### src/rtl/nano_bus_pkg.sv
// -----------------------------------------------------------------------------
// nano_bus_pkg
// Shared types and constants for the 9-bit nano system bus.
//   owner_t     : which master owns (or last owned) the bus
//   arb_state_t : arbiter FSM states
//   AW/DW       : default address/data widths
//   SRAM_BASE / SRAM_LAST / MODE_ADDR / GPIO_ADDR : bus memory map
// -----------------------------------------------------------------------------
package nano_bus_pkg;

    localparam int AW_DEFAULT = 9;
    localparam int DW_DEFAULT = 9;

    // Memory map: SRAM 0x000-0x07F, GPIO mode register, GPIO register.
    localparam logic [8:0] SRAM_BASE = 9'h000;
    localparam logic [8:0] SRAM_LAST = 9'h07F;
    localparam logic [8:0] MODE_ADDR = 9'h080;
    localparam logic [8:0] GPIO_ADDR = 9'h100;

    typedef enum logic {
        M0 = 1'b0,
        M1 = 1'b1
    } owner_t;

    typedef enum logic [1:0] {
        IDLE = 2'd0,
        OWN0 = 2'd1,
        OWN1 = 2'd2
    } arb_state_t;

    // The master that is not `o`; used to pick the contest winner.
    function automatic owner_t other_owner(input owner_t o);
        return (o == M0) ? M1 : M0;
    endfunction

    // FSM state in which master `o` holds the bus.
    function automatic arb_state_t own_state(input owner_t o);
        return (o == M0) ? OWN0 : OWN1;
    endfunction

endpackage

### src/rtl/bus_arbiter_2_if.sv
// -----------------------------------------------------------------------------
// bus_arbiter_2_if
// Signal bundle between the two requesting masters, the arbiter and the shared
// bus (write decoder / DIN multiplexer / SRAM).
//   modport slave  : the arbiter's view (requests in, grants/bus out)
//   modport master : the requesters' and bus side's view (drives requests and
//                    bus_rdata, observes grants and read responses)
// Signals:
//   m*_req, m*_we, m*_addr, m*_wdata : per-master request side
//   m*_gnt, m*_rvalid, m*_rdata      : per-master response side
//   bus_addr, bus_wdata, bus_write   : muxed shared-bus outputs
//   bus_rdata                        : DIN, valid one cycle after the address
// -----------------------------------------------------------------------------
interface bus_arbiter_2_if #(
    parameter int AW = 9,
    parameter int DW = 9
);
    logic          m0_req;
    logic          m1_req;
    logic          m0_we;
    logic          m1_we;
    logic [AW-1:0] m0_addr;
    logic [AW-1:0] m1_addr;
    logic [DW-1:0] m0_wdata;
    logic [DW-1:0] m1_wdata;

    logic          m0_gnt;
    logic          m1_gnt;
    logic          m0_rvalid;
    logic          m1_rvalid;
    logic [DW-1:0] m0_rdata;
    logic [DW-1:0] m1_rdata;

    logic [AW-1:0] bus_addr;
    logic [DW-1:0] bus_wdata;
    logic          bus_write;
    logic [DW-1:0] bus_rdata;

    modport slave (
        input  m0_req, m1_req, m0_we, m1_we,
        input  m0_addr, m1_addr, m0_wdata, m1_wdata,
        input  bus_rdata,
        output m0_gnt, m1_gnt, m0_rvalid, m1_rvalid, m0_rdata, m1_rdata,
        output bus_addr, bus_wdata, bus_write
    );

    modport master (
        output m0_req, m1_req, m0_we, m1_we,
        output m0_addr, m1_addr, m0_wdata, m1_wdata,
        output bus_rdata,
        input  m0_gnt, m1_gnt, m0_rvalid, m1_rvalid, m0_rdata, m1_rdata,
        input  bus_addr, bus_wdata, bus_write
    );

endinterface

### src/rtl/bus_arbiter_2_hold_counter.sv
// -----------------------------------------------------------------------------
// hold_counter
// Saturating count of consecutive contested grant cycles. at_limit is asserted
// once the owner has held the bus for MAX_HOLD-1 contested cycles, which tells
// the arbiter to hand the bus over at the next edge.
// Ports:
//   clock    : system clock
//   reset    : synchronous, active-high
//   clr      : contest ended or grant changed; restart from zero
//   inc      : owner kept the grant while the other master was requesting
//   at_limit : count == MAX_HOLD-1
// -----------------------------------------------------------------------------
module hold_counter #(
    parameter int MAX_HOLD = 16
) (
    input  logic clock,
    input  logic reset,
    input  logic clr,
    input  logic inc,
    output logic at_limit
);

    localparam int              CW    = (MAX_HOLD > 2) ? $clog2(MAX_HOLD) : 1;
    localparam logic [CW-1:0]   LIMIT = CW'(MAX_HOLD - 1);

    logic [CW-1:0] count;

    always_ff @(posedge clock) begin
        if (reset || clr) begin
            count <= '0;
        end else if (inc && !at_limit) begin
            count <= count + CW'(1);
        end
    end

    assign at_limit = (count == LIMIT);

endmodule

### src/rtl/bus_arbiter_2.sv
// -----------------------------------------------------------------------------
// bus_arbiter_2
// Round-robin arbiter for the two masters of the 9-bit nano system bus
// (master 0 = processor, master 1 = loader/DMA). Drives the single shared
// address/data/write port and steers read data back to the master that issued
// the read, one cycle after its address was on the bus.
//
// Ports:
//   clock : system clock, rising edge
//   reset : synchronous, active-high
//   bus   : bus_arbiter_2_if.slave (requests, grants, read responses, bus)
//
// Parameters:
//   AW, DW   : address / data width (must match the interface instance)
//   MAX_HOLD : contested-hold limit, used only when ARB_MAX_HOLD_EN is defined
//
// Build option:
//   ARB_MAX_HOLD_EN : when defined, an owner that keeps the bus for MAX_HOLD-1
//                     contested cycles is preempted in favour of the other
//                     master. When undefined the owner keeps the bus for as
//                     long as it requests.
// -----------------------------------------------------------------------------
module bus_arbiter_2
    import nano_bus_pkg::*;
#(
    parameter int AW       = AW_DEFAULT,
    parameter int DW       = DW_DEFAULT,
    parameter int MAX_HOLD = 16
) (
    input  logic            clock,
    input  logic            reset,
    bus_arbiter_2_if.slave  bus
);

    if (MAX_HOLD < 2) begin : g_max_hold_check
        $error("bus_arbiter_2: MAX_HOLD must be at least 2");
    end

    // -------------------------------------------------------------------------
    // Arbitration FSM
    // -------------------------------------------------------------------------
    arb_state_t state;
    arb_state_t state_next;
    owner_t     last_owner;
    logic       force_handoff;

    // NOTE: state registers use non-blocking assignments so every flop samples
    // the pre-edge value of every other flop, independent of statement order.
    always_ff @(posedge clock) begin
        if (reset) begin
            state      <= IDLE;
            last_owner <= M1;       // master 0 wins the first contest
        end else begin
            state <= state_next;
            if (state_next == OWN0) begin
                last_owner <= M0;
            end else if (state_next == OWN1) begin
                last_owner <= M1;
            end
        end
    end

    // NOTE: next-state is defaulted before the case so no path leaves it
    // unassigned; a missing default here would infer a latch.
    always_comb begin
        state_next = state;
        case (state)
            IDLE: begin
                if (bus.m0_req && bus.m1_req) begin
                    state_next = own_state(other_owner(last_owner));
                end else if (bus.m0_req) begin
                    state_next = OWN0;
                end else if (bus.m1_req) begin
                    state_next = OWN1;
                end
            end
            OWN0: begin
                // Release or preemption hands over directly when master 1 is
                // waiting, without passing through IDLE.
                if (bus.m1_req && (!bus.m0_req || force_handoff)) begin
                    state_next = OWN1;
                end else if (!bus.m0_req) begin
                    state_next = IDLE;
                end
            end
            OWN1: begin
                if (bus.m0_req && (!bus.m1_req || force_handoff)) begin
                    state_next = OWN0;
                end else if (!bus.m1_req) begin
                    state_next = IDLE;
                end
            end
            default: state_next = IDLE;
        endcase
    end

    // -------------------------------------------------------------------------
    // Optional contested-hold limit
    // -------------------------------------------------------------------------
`ifdef ARB_MAX_HOLD_EN
    logic contest;
    logic grant_change;
    logic hold_limit;

    assign contest      = ((state == OWN0) && bus.m1_req) ||
                          ((state == OWN1) && bus.m0_req);
    assign grant_change = (state_next != state);

    hold_counter #(
        .MAX_HOLD (MAX_HOLD)
    ) u_hold_counter (
        .clock    (clock),
        .reset    (reset),
        .clr      (!contest || grant_change),
        .inc      (contest && !grant_change),
        .at_limit (hold_limit)
    );

    assign force_handoff = hold_limit && contest;
`else
    assign force_handoff = 1'b0;
`endif

    // -------------------------------------------------------------------------
    // Grants and bus multiplexer (combinational from the registered state)
    // -------------------------------------------------------------------------
    logic          granted;
    owner_t        cur_owner;
    logic [AW-1:0] addr_mux;
    logic [DW-1:0] wdata_mux;
    logic          write_mux;

    assign granted    = (state != IDLE);
    assign cur_owner  = (state == OWN1) ? M1 : M0;
    assign bus.m0_gnt = (state == OWN0);
    assign bus.m1_gnt = (state == OWN1);

    always_comb begin
        addr_mux  = '0;
        wdata_mux = '0;
        write_mux = 1'b0;
        case (state)
            OWN0: begin
                addr_mux  = bus.m0_addr;
                wdata_mux = bus.m0_wdata;
                write_mux = bus.m0_we;
            end
            OWN1: begin
                addr_mux  = bus.m1_addr;
                wdata_mux = bus.m1_wdata;
                write_mux = bus.m1_we;
            end
            default: ;
        endcase
    end

    assign bus.bus_addr  = addr_mux;
    assign bus.bus_wdata = wdata_mux;
    assign bus.bus_write = write_mux;

    // -------------------------------------------------------------------------
    // Read return path
    // A read access leaves a one-cycle flag tagged with the issuing master.
    // DIN arrives during the following cycle, so the response is steered by
    // the tag rather than the current owner; this keeps a read issued in the
    // last cycle of ownership routed correctly across a hand-off.
    // -------------------------------------------------------------------------
    logic          rd_pend;
    owner_t        rd_tag;
    logic [DW-1:0] m0_rdata_q;
    logic [DW-1:0] m1_rdata_q;

    // NOTE: the returned-data holding registers are reset so rdata reads as
    // zero, not X, before the first read completes.
    always_ff @(posedge clock) begin
        if (reset) begin
            rd_pend    <= 1'b0;
            rd_tag     <= M0;
            m0_rdata_q <= '0;
            m1_rdata_q <= '0;
        end else begin
            rd_pend <= granted && !write_mux;
            rd_tag  <= cur_owner;
            if (bus.m0_rvalid) begin
                m0_rdata_q <= bus.bus_rdata;
            end
            if (bus.m1_rvalid) begin
                m1_rdata_q <= bus.bus_rdata;
            end
        end
    end

    assign bus.m0_rvalid = rd_pend && (rd_tag == M0);
    assign bus.m1_rvalid = rd_pend && (rd_tag == M1);
    assign bus.m0_rdata  = bus.m0_rvalid ? bus.bus_rdata : m0_rdata_q;
    assign bus.m1_rdata  = bus.m1_rvalid ? bus.bus_rdata : m1_rdata_q;

endmodule

### src/flat_wrapper.sv
// flat-port wrapper written by rule: the top's interface ports become plain ports
module bus_arbiter_2_flat import nano_bus_pkg::*;
#(
    parameter int AW       = AW_DEFAULT,
    parameter int DW       = DW_DEFAULT,
    parameter int MAX_HOLD = 16
)
  (clock, reset, bus_m0_req, bus_m1_req, bus_m0_we, bus_m1_we, bus_m0_addr, bus_m1_addr, bus_m0_wdata, bus_m1_wdata, bus_bus_rdata, bus_m0_gnt, bus_m1_gnt, bus_m0_rvalid, bus_m1_rvalid, bus_m0_rdata, bus_m1_rdata, bus_bus_addr, bus_bus_wdata, bus_bus_write);
  bus_arbiter_2_if #(.AW(AW), .DW(DW)) bus_i ();
  input  logic clock;
  input  logic reset;
  input wire logic [$bits(bus_i.m0_req)-1:0] bus_m0_req;
  input wire logic [$bits(bus_i.m1_req)-1:0] bus_m1_req;
  input wire logic [$bits(bus_i.m0_we)-1:0] bus_m0_we;
  input wire logic [$bits(bus_i.m1_we)-1:0] bus_m1_we;
  input wire logic [$bits(bus_i.m0_addr)-1:0] bus_m0_addr;
  input wire logic [$bits(bus_i.m1_addr)-1:0] bus_m1_addr;
  input wire logic [$bits(bus_i.m0_wdata)-1:0] bus_m0_wdata;
  input wire logic [$bits(bus_i.m1_wdata)-1:0] bus_m1_wdata;
  input wire logic [$bits(bus_i.bus_rdata)-1:0] bus_bus_rdata;
  output wire logic [$bits(bus_i.m0_gnt)-1:0] bus_m0_gnt;
  output wire logic [$bits(bus_i.m1_gnt)-1:0] bus_m1_gnt;
  output wire logic [$bits(bus_i.m0_rvalid)-1:0] bus_m0_rvalid;
  output wire logic [$bits(bus_i.m1_rvalid)-1:0] bus_m1_rvalid;
  output wire logic [$bits(bus_i.m0_rdata)-1:0] bus_m0_rdata;
  output wire logic [$bits(bus_i.m1_rdata)-1:0] bus_m1_rdata;
  output wire logic [$bits(bus_i.bus_addr)-1:0] bus_bus_addr;
  output wire logic [$bits(bus_i.bus_wdata)-1:0] bus_bus_wdata;
  output wire logic [$bits(bus_i.bus_write)-1:0] bus_bus_write;
  assign bus_i.m0_req = bus_m0_req;
  assign bus_i.m1_req = bus_m1_req;
  assign bus_i.m0_we = bus_m0_we;
  assign bus_i.m1_we = bus_m1_we;
  assign bus_i.m0_addr = bus_m0_addr;
  assign bus_i.m1_addr = bus_m1_addr;
  assign bus_i.m0_wdata = bus_m0_wdata;
  assign bus_i.m1_wdata = bus_m1_wdata;
  assign bus_i.bus_rdata = bus_bus_rdata;
  assign bus_m0_gnt = bus_i.m0_gnt;
  assign bus_m1_gnt = bus_i.m1_gnt;
  assign bus_m0_rvalid = bus_i.m0_rvalid;
  assign bus_m1_rvalid = bus_i.m1_rvalid;
  assign bus_m0_rdata = bus_i.m0_rdata;
  assign bus_m1_rdata = bus_i.m1_rdata;
  assign bus_bus_addr = bus_i.bus_addr;
  assign bus_bus_wdata = bus_i.bus_wdata;
  assign bus_bus_write = bus_i.bus_write;
  bus_arbiter_2 #(.AW(AW), .DW(DW), .MAX_HOLD(MAX_HOLD)) u_core (.clock(clock), .reset(reset), .bus(bus_i));
endmodule
### config.mk
export PLATFORM = sky130hd
export DESIGN_NAME = bus_arbiter_2_flat
export DESIGN_NICKNAME = d
export VERILOG_FILES = /design/src/rtl/nano_bus_pkg.sv /design/src/rtl/bus_arbiter_2_if.sv /design/src/rtl/bus_arbiter_2_hold_counter.sv /design/src/rtl/bus_arbiter_2.sv /design/src/flat_wrapper.sv
export SDC_FILE = /design/constraint.sdc
export NUM_CORES = 1
export LEC_CHECK = 0
export CORE_MARGIN = 3
export CORE_UTILIZATION = 38
export CTS_CLUSTER_DIAMETER = 200
export CTS_CLUSTER_SIZE = 20
export DETAILED_ROUTE_END_ITERATION = 8
export PLACE_DENSITY_LB_ADDON = 0.12
export SLEW_MARGIN = 40
export SYNTH_ARGS = -nofsm -noshare
export SYNTH_HDL_FRONTEND = slang
export SYNTH_SLANG_ARGS = --single-unit
### constraint.sdc
create_clock -name clock -period 4 [get_ports clock]
set_clock_uncertainty 0.1 [all_clocks]
set_input_delay 0.8 -clock clock [delete_from_list [all_inputs] [get_ports clock]]
set_output_delay 0.8 -clock clock [all_outputs]
set_load 0.02 [all_outputs]
==> impl_results.md <==
* Outcome: completed
* Crit path kind: reg -> out
* WP buf/inv at 2
* Hold Fails Final Rpt at 0
* DRT Wirelength at 3730 µm
* Setup Viol. Count Final at 0
* Die W at 65.8 µm
* Crit-path max cell delay at 660 ps
* FMAX at 296 MHz
* Crit path arrival time at 2480 ps
* Latest clock arrival within the worst-skew pair at 300 ps
* Maximum vdd drop at 130 µV
* Core Area at 3390 µm²
* Reg clk slew, reported paths at 120 ps
* Post-CTS setup buffer count at 0
* Slack of the critical path at 618 ps
* Initial DRC Count at 38
* # diodes at 0
* Detail-routed via count per cell at 4.89
* HP Class: reg -> reg
* Fin crit period at 3380 ps
* First-pass GRT wire length at 5910 µm
* Synth warn at 0
* CP max FO at 23
* Via count at 1324
* CP top delay family: buffers and inverters
* Worst slack, placed at 949 ps
* Pin count of the biggest net entering global routing at 24
* Worst Hold Launch: u_core.last_owner$_SDFFE_PP1P_
* Gpl congestion at 0.687
* Post-layout total power at 0.670 mW
* Area grow syn2layout at 70.0%
* Syn nets at 195
* Syn Std Cell Area at 1360 µm²
* Number of global-route vias before repair at 1344
* RSZ-0062 raised after global routing: no
* Die area at 4330 µm²
* # IOs at 92
* Tot GR Track Use at 17.3%
* PortBufs at 91
* Hold Crit Endpoint: u_core.last_owner$_SDFFE_PP1P_
* FP Rows at 21
* Post-DR wirelength/cell at 13.8 µm
* CP Data Required Time at 3100 ps
* Clock sink count at 23
* Slew Limit Fails at 0
* FF-to-FF End: u_core.last_owner$_SDFFE_PP1P_
* Critical Path Sink Type: primary output
* Slew headroom at 48.2%
* ANT nets after route at 0
* R2R depth at 7
* CTS tree: done
* # H-tree levels at 1
* Fillers at 262
* Sequential-to-total area share from yosys stat at 33.9%
* Crit path cell chain: inv_1, ha_1, a22oi_1, nor2b_1, clkdlybuf4s50_1
* Initial Util at 40.1%
* Die Height at 65.8 µm
* PwrDens at 290 nW/µm²
* Initial antenna violation count at 0
* Layout Nets at 283
* Clk buf depth at 2
* Slew @ Worst Pin at 778 ps
* Root Buffer Master: clkbuf_4
* Post-DP HPWL at 2960 µm
* Final period utilization at 84.5%
* Cells after Synth at 138
* Hold bufs inserted after CTS at 0
* Post-cts sizing count at 0
* Max_cap viols at 0
* Crit path max-delay cell type: ha_1
* TritonCTS buffer count at 3
* Layout cells sized above 1 at 13.3%
* Final core occ at 68.1%
* Setup TNS at 0 ps
* Distinct cells, synth at 23
* Hold depth at 2
* Mean Syn Cell Area at 9.85 µm²
* DRC Markers at 0
* Pleak at 0.881 nW
* FF-to-FF setup slack at 1670 ps
* Gr ovfl total at 0
* CP Launch Type: flop
* Synthesized flop and latch total at 23
* DR pass1 iterations at 4
* R2r startpoint: u_core.state[0]$_SDFF_PP0_
-- sequential cells by signal, summed over array words and instances, names as in the netlist --
signal             count
u_core.m0_rdata_q      9
u_core.m1_rdata_q      9
u_core.state           2
u_core.last_owner      1
u_core.rd_pend         1
u_core.rd_tag          1
-- synth_stat cells --
cell      count  share of area [%]
nor2b_4       2                2.0
a31o_2        1               0.64
mux2_4        7                7.7
or2_2         1               0.46
buf_6         1               0.83
mux2i_1       1               0.74
nand2_1       2               0.55
a22oi_1      19                 10
inv_1         5                1.4
a21o_1        1               0.55
nand2b_1      3                1.4
o21ai_0       1               0.37
nand2_2       1               0.46
mux2_2       13                 11
buf_2         2               0.74
nor2b_1      37                 17
nor3_1        1               0.37
clkbuf_1      5                1.4
dfxtp_1      23                 34
o211ai_1      1               0.55
ha_1          6                5.5
a31oi_1       3                1.4
nand3_1       2               0.74
-- how the worst max path moves through the flow --
stage	start	endpoint	slack (ps)	cells past startpoint
detailed placement	bus_m1_we	bus_bus_write	950	4
finish	u_core.state[0]$_SDFF_PP0_	bus_bus_write	620	5
global placement	bus_m1_we	bus_bus_write	940	4
global route	u_core.state[0]$_SDFF_PP0_	bus_bus_write	410	5
floorplan	u_core.state[0]$_SDFF_PP0_	bus_bus_addr[1]	1610	5
CTS	u_core.state[0]$_SDFF_PP0_	bus_bus_write	620	5
-- worst register-to-register path: stages (launching register included) --
cell and delay [ps]:
dfxtp_1 390, inv_1 100, ha_1 660, nand3_1 210, a31o_2 250, ha_1 280, mux2i_1 190, nand2b_1 70
-- metrics by stage --
| step | instances | hold slack (ps) | cell area, µm² |
|---|---|---|---|
| after floorplan | 138 | 340 | 1360 |
| after global placement | 267 | 360 | 2290 |
| after detailed placement | 267 | 371 | 2290 |
| after CTS | 271 | 419 | 2310 |
| after global routing | 271 | 462 | 2310 |
| final | 271 | 416 | 2310 |
-- placed cells by master, fill, tap and decap left out --
cell type         n
nand2_2           1
a31oi_1           3
buf_2             1
mux2i_1           1
a21o_1            1
or2_2             1
mux2_4            7
clkbuf_4          3
dfxtp_1          23
clkdlybuf4s50_1  90
nand3_1           2
nor3_1            1
mux2_2           13
nor2b_1          37
nor2b_4           2
a31o_2            1
nand2_1           2
inv_1             5
clkinv_2          1
o211ai_1          1
a22oi_1          19
o21ai_0           1
nand2b_1          3
ha_1              6
-- routing by layer --
layer / share of wire, % / track usage (%)
met5: 0 / 0
met1: 39 / 19.4
met3: 12 / 7.99
met4: 0.91 / 4.66
met2: 48 / 29.3
-- cell type report --
| class | count | area [µm²] | share of cell area, % |
|---|---|---|---|
| flip-flops and latches | 23 | 460 | 19.9 |
| well taps | 46 | 57.6 | 2.49 |
| clock buffers | 3 | 22.5 | 0.975 |
| inverters | 5 | 18.8 | 0.813 |
| clock inverters | 1 | 5.00 | 0.217 |
| repair buffers | 91 | 906 | 39.2 |
| multi-input cells | 102 | 840 | 36.3 |
-- power breakdown --
| part | internal (mW) | total, mW | switching, mW | leakage, nW |
|---|---|---|---|---|
| logic | 0.176 | 0.313 | 0.137 | 0.677 |
| registers | 0.244 | 0.253 | 0.00877 | 0.187 |
| clock network | 0.0373 | 0.105 | 0.0676 | 0.0177 |
| total | 0.457 | 0.670 | 0.214 | 0.881 |
-- kinds of logic after synthesis --
family,share of synthesized area [%]
AND/OR/NAND/NOR,23.0
AO/OA/AOI/OAI,14.0
buffers and inverters,4.33
adder cells (fa/ha/maj),5.52
multiplexers,19.2
flip-flops,33.9
Note: power is estimated with default switching activity, not from simulation.
